==> src/rtl/seq_det_pkg.sv <==
// Shared definitions for the serial pattern detector: FSM state type,
// legal range of the MAX_LEN parameter and the length-field width helper.
package seq_det_pkg;

  typedef enum logic [1:0] {
    UNCFG = 2'd0,
    FILL  = 2'd1,
    ARMED = 2'd2
  } state_e;

  localparam int MAX_LEN_MIN = 2;
  localparam int MAX_LEN_MAX = 32;

  // Width of a length field able to hold the values 0..max_len.
  function automatic int len_w(input int max_len);
    return $clog2(max_len) + 1;
  endfunction

endpackage

==> src/rtl/seq_det_window.sv <==
// Shift window, fill counter and masked pattern compare for the detector.
// Only MAX_LEN-1 history bits are kept; the full MAX_LEN-bit window after a
// shift is formed combinationally from that history and the incoming bit,
// which is the only window the compare ever looks at.
module seq_det_window
  import seq_det_pkg::*;
#(
  parameter int MAX_LEN = 8,
  parameter int LEN_W   = len_w(MAX_LEN)
) (
  input  logic               clock,
  input  logic               reset,
  input  logic               clear_i,
  input  logic               shift_i,
  input  logic               fill_clr_i,
  input  logic               seq_in_i,
  input  logic [MAX_LEN-1:0] pattern_i,
  input  logic [LEN_W-1:0]   len_i,
  output logic [LEN_W-1:0]   fill_o,
  output logic               hit_o
);

  logic [MAX_LEN-2:0] hist_q, hist_d;
  logic [LEN_W-1:0]   fill_q, fill_d;
  logic [MAX_LEN-1:0] win_next_s;
  logic [MAX_LEN-1:0] mask_s;

  // Updated window and compare of its low len_i bits against the pattern.
  always_comb begin
    win_next_s = {hist_q, seq_in_i};
    for (int i = 0; i < MAX_LEN; i++) begin
      mask_s[i] = (len_i > LEN_W'(i));
    end
    hit_o = (((win_next_s ^ pattern_i) & mask_s) == {MAX_LEN{1'b0}});
  end

  // Next window and fill: clear has priority, then shift with saturation.
  always_comb begin
    hist_d = hist_q;
    fill_d = fill_q;
    if (clear_i) begin
      hist_d = {(MAX_LEN-1){1'b0}};
      fill_d = {LEN_W{1'b0}};
    end else if (shift_i) begin
      hist_d = win_next_s[MAX_LEN-2:0];
      if (fill_clr_i) begin
        fill_d = {LEN_W{1'b0}};
      end else if (fill_q == len_i) begin
        fill_d = fill_q;
      end else begin
        fill_d = fill_q + {{(LEN_W-1){1'b0}}, 1'b1};
      end
    end else begin
      hist_d = hist_q;
      fill_d = fill_q;
    end
  end

  // Window and fill registers.
  always_ff @(posedge clock or posedge reset) begin
    if (reset) begin
      hist_q <= {(MAX_LEN-1){1'b0}};
      fill_q <= {LEN_W{1'b0}};
    end else begin
      hist_q <= hist_d;
      fill_q <= fill_d;
    end
  end

  assign fill_o = fill_q;

endmodule

==> src/rtl/seq_pattern_detector.sv <==
// Configurable serial bit-pattern detector (overlapping or non-overlapping).
// Optional feature macro: SEQ_DET_COUNT_EN adds the saturating match counter
// and the match_cnt_o port.
module seq_pattern_detector
  import seq_det_pkg::*;
#(
  parameter int MAX_LEN = 8,
  parameter int CNT_W   = 16,
  parameter int LEN_W   = len_w(MAX_LEN)
) (
  input  logic               clock,
  input  logic               reset,
  input  logic               cfg_load,
  input  logic [MAX_LEN-1:0] cfg_pattern,
  input  logic [LEN_W-1:0]   cfg_len,
  input  logic               cfg_overlap,
  input  logic               seq_valid,
  input  logic               seq_in,
  output logic               det_o,
  output logic               armed_o,
  output logic               cfg_err_o
`ifdef SEQ_DET_COUNT_EN
  ,
  output logic [CNT_W-1:0]   match_cnt_o
`endif
);

  localparam logic [LEN_W-1:0] LenOne = {{(LEN_W-1){1'b0}}, 1'b1};

  state_e             state_q, state_d;
  logic [MAX_LEN-1:0] pattern_q, pattern_d;
  logic [LEN_W-1:0]   len_q, len_d;
  logic               overlap_q, overlap_d;
  logic               err_q, err_d;
  logic               det_q, det_d;
  logic               armed_q, armed_d;

  logic [LEN_W-1:0]   fill_s;
  logic               hit_s;
  logic               legal_s;
  logic               accept_s;
  logic               complete_s;
  logic               match_s;
  logic               win_clear_s;
  logic               win_shift_s;
  logic               fill_clr_s;

  seq_det_window #(
    .MAX_LEN (MAX_LEN),
    .LEN_W   (LEN_W)
  ) u_window (
    .clock      (clock),
    .reset      (reset),
    .clear_i    (win_clear_s),
    .shift_i    (win_shift_s),
    .fill_clr_i (fill_clr_s),
    .seq_in_i   (seq_in),
    .pattern_i  (pattern_q),
    .len_i      (len_q),
    .fill_o     (fill_s),
    .hit_o      (hit_s)
  );

  // Acceptance and match qualification; a load in the same cycle wins over data.
  always_comb begin
    legal_s    = (cfg_len != {LEN_W{1'b0}}) && (cfg_len <= LEN_W'(MAX_LEN));
    accept_s   = seq_valid && !cfg_load && ((state_q == FILL) || (state_q == ARMED));
    complete_s = accept_s && ((state_q == ARMED) || (fill_s == (len_q - LenOne)));
    match_s    = complete_s && hit_s;
  end

  // FSM next state, configuration capture and window control.
  always_comb begin
    state_d     = state_q;
    pattern_d   = pattern_q;
    len_d       = len_q;
    overlap_d   = overlap_q;
    err_d       = err_q;
    det_d       = 1'b0;
    win_clear_s = 1'b0;
    win_shift_s = 1'b0;
    fill_clr_s  = 1'b0;
    if (cfg_load) begin
      win_clear_s = 1'b1;
      if (legal_s) begin
        pattern_d = cfg_pattern;
        len_d     = cfg_len;
        overlap_d = cfg_overlap;
        err_d     = 1'b0;
        state_d   = FILL;
      end else begin
        err_d   = 1'b1;
        state_d = UNCFG;
      end
    end else if (accept_s) begin
      win_shift_s = 1'b1;
      case (state_q)
        FILL: begin
          if (complete_s) begin
            state_d = ARMED;
          end else begin
            state_d = FILL;
          end
        end
        ARMED:   state_d = ARMED;
        default: state_d = UNCFG;
      endcase
      if (match_s) begin
        det_d = 1'b1;
        if (!overlap_q) begin
          // Non-overlapping: the matched bits cannot start the next match.
          fill_clr_s = 1'b1;
          if (len_q == LenOne) begin
            state_d = ARMED;
          end else begin
            state_d = FILL;
          end
        end else begin
          fill_clr_s = 1'b0;
        end
      end else begin
        det_d = 1'b0;
      end
    end else begin
      case (state_q)
        UNCFG, FILL, ARMED: state_d = state_q;
        default:            state_d = UNCFG;
      endcase
    end
    armed_d = (state_d == ARMED);
  end

  // State, configuration and output registers.
  always_ff @(posedge clock or posedge reset) begin
    if (reset) begin
      state_q   <= UNCFG;
      pattern_q <= {MAX_LEN{1'b0}};
      len_q     <= {LEN_W{1'b0}};
      overlap_q <= 1'b0;
      err_q     <= 1'b0;
      det_q     <= 1'b0;
      armed_q   <= 1'b0;
    end else begin
      state_q   <= state_d;
      pattern_q <= pattern_d;
      len_q     <= len_d;
      overlap_q <= overlap_d;
      err_q     <= err_d;
      det_q     <= det_d;
      armed_q   <= armed_d;
    end
  end

  assign det_o     = det_q;
  assign armed_o   = armed_q;
  assign cfg_err_o = err_q;

`ifdef SEQ_DET_COUNT_EN
  logic [CNT_W-1:0] cnt_q, cnt_d;

  // Saturating match counter, cleared by any configuration load.
  always_comb begin
    cnt_d = cnt_q;
    if (cfg_load) begin
      cnt_d = {CNT_W{1'b0}};
    end else if (match_s && (cnt_q != {CNT_W{1'b1}})) begin
      cnt_d = cnt_q + {{(CNT_W-1){1'b0}}, 1'b1};
    end else begin
      cnt_d = cnt_q;
    end
  end

  // Counter register.
  always_ff @(posedge clock or posedge reset) begin
    if (reset) begin
      cnt_q <= {CNT_W{1'b0}};
    end else begin
      cnt_q <= cnt_d;
    end
  end

  assign match_cnt_o = cnt_q;
`endif

endmodule

==> config.mk <==
export PLATFORM = sky130hd
export DESIGN_NAME = seq_pattern_detector
export DESIGN_NICKNAME = d
export VERILOG_FILES = /design/src/rtl/seq_det_pkg.sv /design/src/rtl/seq_det_window.sv /design/src/rtl/seq_pattern_detector.sv
export SDC_FILE = /design/constraint.sdc
export NUM_CORES = 1
export LEC_CHECK = 0
export BUFFER_PORTS_ARGS = -buffer_cell sky130_fd_sc_hd__buf_2
export CORE_AREA = 2 2 86 63
export DETAILED_ROUTE_END_ITERATION = 16
export DIE_AREA = 0 0 88 65
export PLACE_DENSITY_LB_ADDON = 0.08
export SYNTH_ARGS = -nofsm -noshare
export SYNTH_HDL_FRONTEND = slang
export SYNTH_HIERARCHICAL = 1
export SYNTH_SLANG_ARGS = --single-unit
==> constraint.sdc <==
create_clock -name clock -period 4.35 [get_ports clock]
set_clock_uncertainty 0.2 [all_clocks]
set_input_delay 0.87 -clock clock [delete_from_list [all_inputs] [get_ports clock]]
set_output_delay 0.87 -clock clock [all_outputs]
set_load 0.05 [all_outputs]
==> key figures, run 1 <==
Clock network
  – Cts repair resizes: 0
  – Root Buffer: clkbuf_8
  – Post-CTS Setup Bufs: 0
  – CTS Hold Bufs: 0
  – H-tree depth: 2
  – CTS buffer count: 5
  – Worst-Skew Late Latency: 0.28 ns
  – CTS tree: built
  – Worst-path clk slew: 0.07 ns
  – CTS max path bufs: 2
  – # clock sinks: 29

STA
  – Hold WS: 0.293 ns
  – Slew HR: 0.543
  – Worst-Margin Slew: 0.684 ns
  – Crit path time final: 3.01 ns
  – Setup TNS: 0 ns
  – Max Freq: 332 MHz
  – Final setup vio count: 0
  – RSZ-0062 raised after global routing: false
  – Max Slew Vio Count: 0
  – Crit share post-route: 0.692
  – Fin. Hold Viols: 0

Logic synthesis
  – Largest family of logic cells by synthesized area: simple AND/OR/NAND/NOR gates
  – Async SR Flop Fraction: 1.00
  – Post-synthesis cell type count: 41
  – Multiplexer share of the synthesized area: 0.130
  – Register bit count reported by yosys: 29
  – Largest cells by area after synthesis: dfrtp_1, mux2_2, xor2_1, mux2i_1, xnor2_1
  – Mapped Cells: 154
  – Post-synthesis sequential area ratio: 0.436
  – Synth Area in XOR/XNOR: 0.100
  – Area leader, netlist: dfrtp_1
  – Share of the synthesized area in the top cell type: 0.436
  – Most used flip-flop cell after synthesis: dfrtp_1
  – Mapped Nets: 177
  – Simple-gate share of the synthesized area: 0.178
  – Mapped Area: 0.00166 mm2
  – Warnings, synthesis: 6
  – Area share of fa/ha/maj cells after synthesis: 0.0376
  – Syn_area_per_cell: 10.8 um2
  – Number of synthesized flops with an enable pin: 0
  – Synth Area in Compound Gates: 0.0820

Layout
  – Final core utilization: 0.388
  – Layout Nets: 201
  – Antenna Cells: 0
  – Area grow syn2layout: 16.1%
  – Fillcell total: 501
  – Share of cells above drive strength 1: 0.263

Floorplanning
  – Core Area: 0.00498 mm2
  – I/O pin count: 21
  – Row cnt: 22
  – Area of the die: 0.00572 mm2
  – Die Span Y: 65 um
  – Die W: 88 um
  – Initial Util: 0.334

Critical path
  – Crit path max-delay family: simple AND/OR/NAND/NOR gates
  – Crit-path cells: inv_1 > ha_1 > xor2_1 > xnor2_1 > a31oi_1 > and3b_1 > nand2b_1 > or4_1 > a31oi_1
  – Crit path DAT: 3.01 ns
  – Worst path most repeated cell: a31oi_1
  – CP Buf/Inv Count: 1
  – Critical path's slowest cell: dfrtp_1
  – Endpoint class of the critical path: flop
  – Crit Path Class: flop to flop
  – Max incr delay on CP: 0.60 ns
  – CP Launch Type: flop
  – Crit Path Max Fanout: 12
  – WP data required: 4.35 ns

Routing
  – Via density: 4.84
  – WL/cell: 14.3 um
  – DR DRC count: 0
  – Drt first pass iters: 4
  – Drt first-iter violations: 59
  – Remaining antenna violation count: 0
  – Drt total wl: 3590 um
  – Via count: 1216

Min path
  – Min-Delay Path Class: flop to flop

GRT
  – Antenna violations before repair: 0
  – Global-route wire length before repair: 6180 um
  – GRT Residual Overflow: 0
  – Total track usage: 0.144
  – Vias in the first global route: 1198
  – Largest net degree at the start of global routing: 21

Power
  – Power, Total: 0.745 mW
  – Peak supply drop: 0.193 mV
  – Leakage: 0.858 nW
  – Pwr dens: 385 mW/mm2

Place
  – PortBufs: 20
  – GP Congestion: 0.789
  – DP HPWL: 2620 um

Outcome
  – Status: complete, no violations

Run
  – Max cap viols: 0
## routing by layer
layer,track usage,part of all wire,vias up
li1,-,-,596
met1,0.208,0.52,584
met2,0.201,0.42,27
met3,0.0420,0.044,9
met4,0.0519,0.013,0
met5,0,0,-
## synthesized netlist by cell type (all sizes together) (2+ instances only)
cell type	instances
nor4b	2
nor2b	4
mux2	13
buf	3
and3b	2
a31oi	3
nand3	2
ha	5
nor3b	3
a21oi	5
nor3	5
or4	2
xor2	11
mux2i	7
nor4	5
xnor2	8
a211oi	2
nand2	2
inv	9
o21ai	3
dfrtp	29
nor2	12
nand2b	4
## logic make-up after synthesis
kind of cell,after synthesis
fa+ha+maj,5
simple gates,48
xor+xnor,19
flops,29
compound gates,20
buf+inv,13
mux,20
## state kept, by name, indices dropped and copies added (netlist names)
register,cells
pattern_q,8
cfg_err_o,1
len_q,4
armed_o,1
state_q,2
overlap_q,1
u_window/hist_q,7
u_window/fill_o,4
det_o,1
## cell type report
type,instances,area (um2),share of cell area
timing repair buffer,21,108,0.0557
tap,72,90.1,0.0466
inverter,9,33.8,0.0175
clock inverter,2,13.8,0.00712
sequential,29,726,0.376
clock buffer,6,82.6,0.0427
multi-input combinational,112,878,0.455
## through the flow
stage	cell area [um2]	setup WS, ns	std cells
CTS	1930	1.33	251
detailed placement	1840	1.25	243
global placement	1840	1.32	243
floorplan	1660	1.68	154
global route	1930	1.16	251
finish	1930	1.34	251
## power breakdown
group          internal (mW)  switching, mW  total, mW
logic                 0.0821         0.0849      0.167
clock network          0.128          0.111      0.239
registers              0.298         0.0409      0.339
total                  0.508          0.237      0.745
## placed cells by master (no fill, tap or decap), types with 2 or more instances in the layout
master    synthesis  layout
ha_1              5       5
mux2i_1           7       7
nor3_1            4       4
nor2b_1           4       4
and3b_1           2       2
clkbuf_8          0       6
dfrtp_1          29      29
inv_1             9       9
or4_1             2       2
a211oi_1          2       2
xnor2_1           8       8
mux2_2           13      13
nor3b_1           3       3
nor2_1           12      12
buf_2             0      20
nor4_1            5       5
nand2b_1          4       4
o21ai_0           3       3
a31oi_1           3       3
nor4b_1           2       2
a21oi_1           5       5
xor2_1           11      11
## worst paths after layout
check	startpoint	to	depth (start not counted)	slack [ns]
max	len_q[0]	u_window/fill_o[3]	9	1.34
min	cfg_err_o	cfg_err_o	1	0.29
max reg2reg	len_q[0]	u_window/fill_o[3]	9	1.34
min reg2reg	cfg_err_o	cfg_err_o	1	0.29
max in group asynchronous	reset	pattern_q[5]	2	3.02
min in group asynchronous	reset	u_window/hist_q[1]	2	0.39
Note: power is estimated with default switching activity, not from simulation.
==> run 2, diff against run 1 <==
==> constraint.sdc (replaced) <==
create_clock -name clock -period 3.11 [get_ports clock]
set_clock_uncertainty 0.2 [all_clocks]
set_input_delay 0.622 -clock clock [delete_from_list [all_inputs] [get_ports clock]]
set_output_delay 0.622 -clock clock [all_outputs]
set_load 0.05 [all_outputs]
==> run 2 against run 1 <==
Setup slack worse by 1.1 ns; non-clock buffer count is 2 higher; die area stayed put; final cell count is 0.80% higher; clock power is 67% higher; via count is 0.99% lower; clock-buffer cell count stayed put; sequential share of layout area is 0.86 points lower; sequential cell count stayed put; register-to-register slack worse by 1.1 ns; combinational power is 49% higher; first-iteration DRC count is 12% higher; critical endpoint unchanged; largest cell class unchanged.
==> key figures, run 2 (synthesis results as in run 1) <==
Floorplanning
  – Row cnt: 22
  – Die W: 88 um
  – Die Span Y: 65 um
  – Initial Util: 0.334
  – I/O pin count: 21
  – Core Area: 0.00498 mm2
  – Area of the die: 0.00572 mm2

STA
  – Fin. Hold Viols: 0
  – Max Freq: 344 MHz
  – Worst-Margin Slew: 0.673 ns
  – Max Slew Vio Count: 0
  – RSZ-0062 raised after global routing: false
  – Hold WS: 0.148 ns
  – Crit path time final: 2.90 ns
  – Setup TNS: 0 ns
  – Final setup vio count: 0
  – Crit share post-route: 0.934
  – Slew HR: 0.551

Routing
  – Drt total wl: 3420 um
  – Via count: 1204
  – Drt first pass iters: 4
  – WL/cell: 13.5 um
  – Via density: 4.76
  – Drt first-iter violations: 66
  – Remaining antenna violation count: 0
  – DR DRC count: 0

Place
  – PortBufs: 20
  – DP HPWL: 2570 um
  – GP Congestion: 0.841

GRT
  – Total track usage: 0.135
  – Vias in the first global route: 1213
  – Global-route wire length before repair: 5840 um
  – Antenna violations before repair: 0
  – Largest net degree at the start of global routing: 21
  – GRT Residual Overflow: 0

Power
  – Power, Total: 1.12 mW
  – Comb power frac: 0.222
  – Sequential share of power: 0.420
  – Sw Ratio: 0.286
  – Clock power frac: 0.358
  – Pwr dens: 565 mW/mm2
  – Switching power: 0.320 mW
  – Peak supply drop: 0.228 mV
  – Pint: 0.798 mW
  – Leakage: 0.875 nW

Critical path
  – Endpoint class of the critical path: flop
  – Crit path DAT: 2.89 ns
  – CP Launch Type: flop
  – Crit Path Class: flop to flop
  – Setup crit start: len_q[1]
  – Critical register-to-register path startpoint: len_q[1]
  – Crit Path Max Fanout: 8
  – WP data required: 3.10 ns

Clock network
  – # clock sinks: 29
  – CTS tree: built
  – Post-CTS Setup Bufs: 0
  – CTS buffer count: 5
  – Worst-path clk slew: 0.06 ns
  – Worst-Skew Late Latency: 0.27 ns
  – Root Buffer: clkbuf_8
  – H-tree depth: 2
  – CTS max path bufs: 2

Run
  – Max cap viols: 0

Layout
  – Biggest register: pattern_q
  – Multi-input gate area: 885 um2
  – Commonest non-fill, non-tap cell in the layout: dfrtp_1
  – Fillcell total: 512
  – Area grow syn2layout: 18.8%
  – Antenna Cells: 0
  – Final core utilization: 0.397
  – Layout Nets: 203
  – Most frequent cells in the layout: dfrtp_1, buf_2, mux2_2
  – Share of cells above drive strength 1: 0.276
  – Regs by FF count: pattern_q x8, u_window/hist_q x7
  – Max FFs per register: 8
  – Register area: 726 um2

Outcome
  – Status: complete, no violations

Min path
  – Min-Delay Path Class: primary input to asynchronous set/reset pin
[run 2: per-layer routing]
layer / part of all wire / routed length, um / vias to the layer above / track usage
met3: 0.058 / 197 / 2 / 0.0433
met2: 0.42 / 1440 / 34 / 0.194
met5: 0 / 0 / - / 0
li1: - / - / 600 / -
met4: 0.0056 / 19 / 0 / 0.0327
met1: 0.51 / 1760 / 568 / 0.195
[run 2: final cells by class]
| class | count | share of cell area |
|---|---|---|
| Timing Repair Buffer | 23 | 0.0620 |
| Sequential cell | 29 | 0.367 |
| Tap cell | 72 | 0.0456 |
| Clock inverter | 2 | 0.0190 |
| Inverter | 9 | 0.0171 |
| Multi-Input combinational cell | 112 | 0.447 |
| Clock buffer | 6 | 0.0418 |
[run 2: path summary, 6_finish.rpt]
path / slack (ns) / cells after the start / end
worst min-delay path: 0.15 / 2 / u_window/hist_q[6]
worst min register to register: 0.30 / 1 / cfg_err_o
worst max-delay path: 0.21 / 9 / u_window/fill_o[3]
max in group asynchronous: 2.03 / 2 / state_q[1]
worst max register to register: 0.21 / 9 / u_window/fill_o[3]
min in group clock: 0.30 / 1 / cfg_err_o
[run 2: stage by stage]
stage	setup WS [ns]	area, um2	std cells
after detailed placement	0.203	1850	245
after CTS	0.182	1970	253
after global routing	0.0422	1980	253
after global placement	0.276	1850	245
final	0.206	1980	253
after floorplan	0.438	1660	154
[run 2: timing repair]
item | 4_1_cts | 5_1_grt
endpoints found under the setup margin | 0 | 1
resized for setup | 0 | 1
hold buffers | 0 | 0
[run 2: power groups by stage]
stage / clock network (mW) / logic, mW / registers, mW
after floorplan: 0 / 0.192 / 0.465
after global placement: 0 / 0.240 / 0.476
after detailed placement: 0 / 0.244 / 0.478
after CTS: 0.413 / 0.245 / 0.471
after global routing: 0.438 / 0.279 / 0.476
final: 0.400 / 0.248 / 0.470
[run 2: worst max-delay path, cell delays in order, from the launching register on]
cell and delay [ns]:
dfrtp_1 0.50, inv_1 0.10, ha_1 0.20, xor2_1 0.17, xnor2_1 0.19, a31oi_2 0.31
and3b_1 0.26, nand2b_1 0.20, or4_1 0.51, a31oi_1 0.17
